==> src/rtl/hazard_if.sv <==
// Pipeline hazard interface: EX/ID operand info and divider handshake in,
// stall vector, watchdog flag, perf count and FSM state debug out.
interface hazard_if;
  logic        ex_is_load;
  logic        ex_rf_we;
  logic [4:0]  ex_rf_waddr;
  logic        id_re1;
  logic        id_re2;
  logic [4:0]  id_raddr1;
  logic [4:0]  id_raddr2;
  logic        div_start;
  logic        div_ready;
  logic [5:0]  stall;
  logic        div_timeout;
  logic [31:0] stall_cycles;
  logic        state_dbg;

  // Divider handshake: div_start is a one-cycle issue pulse accepted only in RUN;
  // div_ready (pulse or level) completes the wait and is ignored outside DIV_WAIT.
  modport master (
    output ex_is_load, ex_rf_we, ex_rf_waddr, id_re1, id_re2, id_raddr1, id_raddr2,
           div_start, div_ready,
    input  stall, div_timeout, stall_cycles, state_dbg
  );

  modport slave (
    input  ex_is_load, ex_rf_we, ex_rf_waddr, id_re1, id_re2, id_raddr1, id_raddr2,
           div_start, div_ready,
    output stall, div_timeout, stall_cycles, state_dbg
  );
endinterface

==> src/rtl/hazard_ctrl.sv <==
// Load-use and multi-cycle divide hazard controller with divider watchdog.
// Optional macro HAZARD_PERF_EN adds a saturating PC-stall cycle counter.
module hazard_ctrl (
  input  logic    clk,
  input  logic    rst_n,
  hazard_if.slave hif
);
  typedef enum logic {RUN = 1'b0, DIV_WAIT = 1'b1} state_t;

  state_t     state_q, state_d;
  logic [5:0] wd_cnt_q, wd_cnt_d;
  logic       timeout_q, timeout_d;
  logic [5:0] stall_raw;
  logic       lu_hit;

  assign lu_hit = hif.ex_is_load & hif.ex_rf_we & (hif.ex_rf_waddr != 5'd0) &
                  ((hif.id_re1 & (hif.id_raddr1 == hif.ex_rf_waddr)) |
                   (hif.id_re2 & (hif.id_raddr2 == hif.ex_rf_waddr)));

  always_comb begin
    state_d   = state_q;
    wd_cnt_d  = wd_cnt_q;
    timeout_d = timeout_q;
    stall_raw = 6'b000000;
    case (state_q)
      RUN: begin
        if (hif.div_start) begin
          stall_raw = 6'b001111;
          state_d   = DIV_WAIT;
          wd_cnt_d  = 6'd0;
        end else if (lu_hit) begin
          // Single bubble: the load result is forwarded from MEM next cycle.
          stall_raw = 6'b000111;
        end
      end
      DIV_WAIT: begin
        if (hif.div_ready) begin
          state_d = RUN;
        end else if (wd_cnt_q == 6'd63) begin
          timeout_d = 1'b1;
          state_d   = RUN;
        end else begin
          stall_raw = 6'b001111;
          wd_cnt_d  = wd_cnt_q + 6'd1;
        end
      end
      default: state_d = RUN;
    endcase
  end

  always_ff @(posedge clk or negedge rst_n) begin
    if (!rst_n) begin
      state_q   <= RUN;
      wd_cnt_q  <= 6'd0;
      timeout_q <= 1'b0;
    end else begin
      state_q   <= state_d;
      wd_cnt_q  <= wd_cnt_d;
      timeout_q <= timeout_d;
    end
  end

  // Stall is combinational, so reset must mask it directly.
  assign hif.stall       = rst_n ? stall_raw : 6'b000000;
  assign hif.div_timeout = timeout_q;
  assign hif.state_dbg   = state_q;

`ifdef HAZARD_PERF_EN
  logic [31:0] perf_q, perf_d;

  always_comb begin
    perf_d = perf_q;
    if (hif.stall[0] && (perf_q != 32'hFFFF_FFFF)) perf_d = perf_q + 32'd1;
  end

  always_ff @(posedge clk or negedge rst_n) begin
    if (!rst_n) perf_q <= 32'd0;
    else        perf_q <= perf_d;
  end

  assign hif.stall_cycles = perf_q;
`else
  assign hif.stall_cycles = 32'd0;
`endif
endmodule

==> src/flat_wrapper.sv <==
// flat-port wrapper written by rule: the top's interface ports become plain ports
module hazard_ctrl_flat 
  (clk, rst_n, hif_ex_is_load, hif_ex_rf_we, hif_ex_rf_waddr, hif_id_re1, hif_id_re2, hif_id_raddr1, hif_id_raddr2, hif_div_start, hif_div_ready, hif_stall, hif_div_timeout, hif_stall_cycles, hif_state_dbg);
  hazard_if hif_i ();
  input  logic clk;
  input  logic rst_n;
  input wire logic [$bits(hif_i.ex_is_load)-1:0] hif_ex_is_load;
  input wire logic [$bits(hif_i.ex_rf_we)-1:0] hif_ex_rf_we;
  input wire logic [$bits(hif_i.ex_rf_waddr)-1:0] hif_ex_rf_waddr;
  input wire logic [$bits(hif_i.id_re1)-1:0] hif_id_re1;
  input wire logic [$bits(hif_i.id_re2)-1:0] hif_id_re2;
  input wire logic [$bits(hif_i.id_raddr1)-1:0] hif_id_raddr1;
  input wire logic [$bits(hif_i.id_raddr2)-1:0] hif_id_raddr2;
  input wire logic [$bits(hif_i.div_start)-1:0] hif_div_start;
  input wire logic [$bits(hif_i.div_ready)-1:0] hif_div_ready;
  output wire logic [$bits(hif_i.stall)-1:0] hif_stall;
  output wire logic [$bits(hif_i.div_timeout)-1:0] hif_div_timeout;
  output wire logic [$bits(hif_i.stall_cycles)-1:0] hif_stall_cycles;
  output wire logic [$bits(hif_i.state_dbg)-1:0] hif_state_dbg;
  assign hif_i.ex_is_load = hif_ex_is_load;
  assign hif_i.ex_rf_we = hif_ex_rf_we;
  assign hif_i.ex_rf_waddr = hif_ex_rf_waddr;
  assign hif_i.id_re1 = hif_id_re1;
  assign hif_i.id_re2 = hif_id_re2;
  assign hif_i.id_raddr1 = hif_id_raddr1;
  assign hif_i.id_raddr2 = hif_id_raddr2;
  assign hif_i.div_start = hif_div_start;
  assign hif_i.div_ready = hif_div_ready;
  assign hif_stall = hif_i.stall;
  assign hif_div_timeout = hif_i.div_timeout;
  assign hif_stall_cycles = hif_i.stall_cycles;
  assign hif_state_dbg = hif_i.state_dbg;
  hazard_ctrl u_core (.clk(clk), .rst_n(rst_n), .hif(hif_i));
endmodule
==> config.mk <==
export PLATFORM = sky130hd
export DESIGN_NAME = hazard_ctrl_flat
export DESIGN_NICKNAME = d
export VERILOG_FILES = /design/src/rtl/hazard_if.sv /design/src/rtl/hazard_ctrl.sv /design/src/flat_wrapper.sv
export SDC_FILE = /design/constraint.sdc
export NUM_CORES = 1
export LEC_CHECK = 0
export ABC_AREA = 1
export CORE_MARGIN = 3
export CORE_UTILIZATION = 36
export DETAILED_ROUTE_END_ITERATION = 8
export GPL_TIMING_DRIVEN = 0
export PLACE_DENSITY = 0.82
export SLEW_MARGIN = 20
export SYNTH_ARGS = -nofsm -noshare
export SYNTH_HDL_FRONTEND = slang
export SYNTH_SLANG_ARGS = --single-unit
==> constraint.sdc <==
create_clock -name clk -period 2 [get_ports clk]
set_clock_uncertainty 0.1 [all_clocks]
set_input_delay 0.4 -clock clk [delete_from_list [all_inputs] [get_ports clk]]
set_output_delay 0.4 -clock clk [all_outputs]
set_load 0.01 [all_outputs]
==> results.txt <==
Post-synth EDFFs: 0
Placer Congestion: 0.781
post-layout minimum cycle time: 2.11 ns
top-count cell post-synth: nand2_1
commonest cells in the netlist: nand2_1 (46), buf_4 (36), inv_1 (20)
RSZ-0062 raised after global routing: true
initial antenna violation count: 0
share of layout cells above drive strength 1: 35.2%
Root Buffer: clkbuf_4
DPL Wire Length: 1590 µm
CTS tree: built
Detailed Routing Iterations Pass 1: 4
Layout area overhead: 65.2%
cell taking the most area after synthesis: buf_4
antenna cells: 0
die area: 3370 µm²
Pwr Total: 764 µW
FF-to-FF path depth: 13
site row count: 18
syn avg cell area: 6.41 µm²
main flop type after synthesis: dfrtp_1
H-tree depth: 1
Initial DRC Count: 15
Pleak: 0.000987 µW
Detail Route Antenna Nets: 0
Post-synth ARST share: 100%
Post-Syn Area: 975 µm²
die height: 58.0 µm
CP endpoint kind: output pin
nature of the critical path startpoint: flip-flop
vias in the first global route: 874
Worst Setup Path Type: reg2out
setup TNS: -0.254 ns
I/O Pins: 63
post-synth cell types: 17
Synth area leaders: buf_4 (28%), dfrtp_1 (21%), nand2_1 (18%), inv_1 (7.7%), nand3_1 (5.1%)
port bufs: 28
Core Box Area: 2520 µm²
initial core utilization: 38.6%
global-route wire length before repair: 3660 µm
VDD IR max: 0.000302 V
CTS clk-pin slew, worst paths: 0.06 ns
final hold vios: 0
final WL: 2430 µm
TritonCTS Buffers: 3
placed cell count: 243
Yosys top cell area share: 27.7%
Via Count: 991
Clock Path Buffers: 2
register area share after synthesis: 20.5%
vias per cell: 3.81
Final setup viols: 4
crit share post-route: 106%
Final Max Tran Viols: 0
maximum clock frequency: 473 MHz
DR DRC count: 0
worst hold path class: reg2reg
CP Max Fanout: 3
failing checks: setup timing
Power Density: 474 nW/µm²
Hold Path Stages: 1
post-route setup slack: -0.113 ns
total grt overflow: 0
WL per Instance: 9.33 µm
clock insertion delay at the later pin of the skew report: 0.27 ns
Tot GR Track Use: 14.0%
dpl ws: -0.890 ns
die width: 58.0 µm
Synth Register Bits: 8
Cells after Synth: 152
largest net degree at the start of global routing: 11
clk sinks: 8
outcome: finished with violations
fin cells: 260
synth warn: 0
nets@finish: 256
Max Cap Violations: 0
CP required: 1.50 ns
Worst Path Arrival: 1.61 ns
[power by group]
part           internal (µW)  total [µW]  switching (µW)  leakage, µW
Sequential               191         216            25.1     0.000103
Combinational            223         411             188     0.000870
Clock                   69.5         137            67.2    0.0000138
[per-layer routing]
layer | GRT usage (%) | up-vias | wire [µm]
met5 | 0 | - | 0
met3 | 2.23 | 9 | 192
met2 | 22.7 | 43 | 1170
met1 | 17.6 | 392 | 973
li1 | - | 547 | -
met4 | 7.95 | 0 | 91
[state kept, by name, summed over array words and instances, names as in the netlist]
signal,flops
u_core.hif.div_timeout,1
u_core.hif.state_dbg,1
u_core.wd_cnt_q,6
[placed cells by master, fill, tap and decap left out, drive strengths merged]
master,netlist,final
dfrtp,8,8
buf,38,55
clkdlybuf4s50,0,8
or2,1,1
ha,1,1
nand2,47,47
o21bai,3,3
nor2,13,13
dlygate4sd2,0,15
clkdlybuf4s15,0,1
o21ai,6,6
nand4,1,1
conb,1,34
inv,22,22
dlygate4sd3,0,1
clkbuf,0,3
nand3,11,11
[cells by family after synthesis]
logic type / after synthesis / synth area share (%)
AO/OA/AOI/OAI: 9 / 6.93
adder cells (fa/ha/maj): 1 / 1.28
buffers and inverters: 60 / 38.5
flip-flops: 8 / 20.5
other: 1 / 0.385
AND/OR/NAND/NOR: 73 / 32.4
[through the flow]
step           hold slack [ns]  cell area (µm²)  utilization, %
3_3_place_gp             0.372             1420            56.2
6_report                 0.400             1610            63.8
5_1_grt                  0.420             1610            63.8
4_1_cts                  0.400             1540            61.2
2_1_floorplan          0.00441             1100               -
3_5_place_dp             0.374             1420            56.2
[critical path: stages, from the launching register on]
cell     delay, ns
dfrtp_1       0.37
ha_2          0.21
nand2_2       0.08
inv_2         0.08
nand4_4       0.09
nand3_2       0.10
inv_2         0.05
nand2_4       0.07
nand2_4       0.06
buf_6         0.11
buf_6         0.11
[final timing paths]
check	startpoint	slack [ns]	end
min reg2reg	u_core.hif.div_timeout	0.40	u_core.hif.div_timeout
max reg2reg	u_core.wd_cnt_q[0]	0	u_core.wd_cnt_q[4]
max	u_core.wd_cnt_q[0]	-0.11	hif_stall[1]
max in group asynchronous	rst_n	0.86	u_core.wd_cnt_q[5]
min in group asynchronous	rst_n	0.66	u_core.hif.state_dbg
min	u_core.hif.div_timeout	0.40	u_core.hif.div_timeout
[area by class of cell]
| cell class | instances | area (µm²) |
|---|---|---|
| Sequential cell | 8 | 200 |
| Tap cell | 30 | 37.5 |
| Inverter | 22 | 82.6 |
| Fill cell | 226 | 912 |
| Buffer | 38 | 300 |
| Timing Repair Buffer | 42 | 402 |
| Multi-Input combinational cell | 117 | 566 |
| Clock buffer | 3 | 22.5 |
[timing repair]
| action | in CTS | in global routing |
|---|---|---|
| hold endpoints to repair | 8 | 0 |
| gates cloned | 0 | 0 |
| gates resized for setup | 47 | 16 |
| hold buffers | 1 | 0 |
| endpoints found under the setup margin | 4 | 5 |
| pin swaps | 16 | 8 |
| setup buffers | 12 | 2 |
Power figures use the tool's default switching activity.
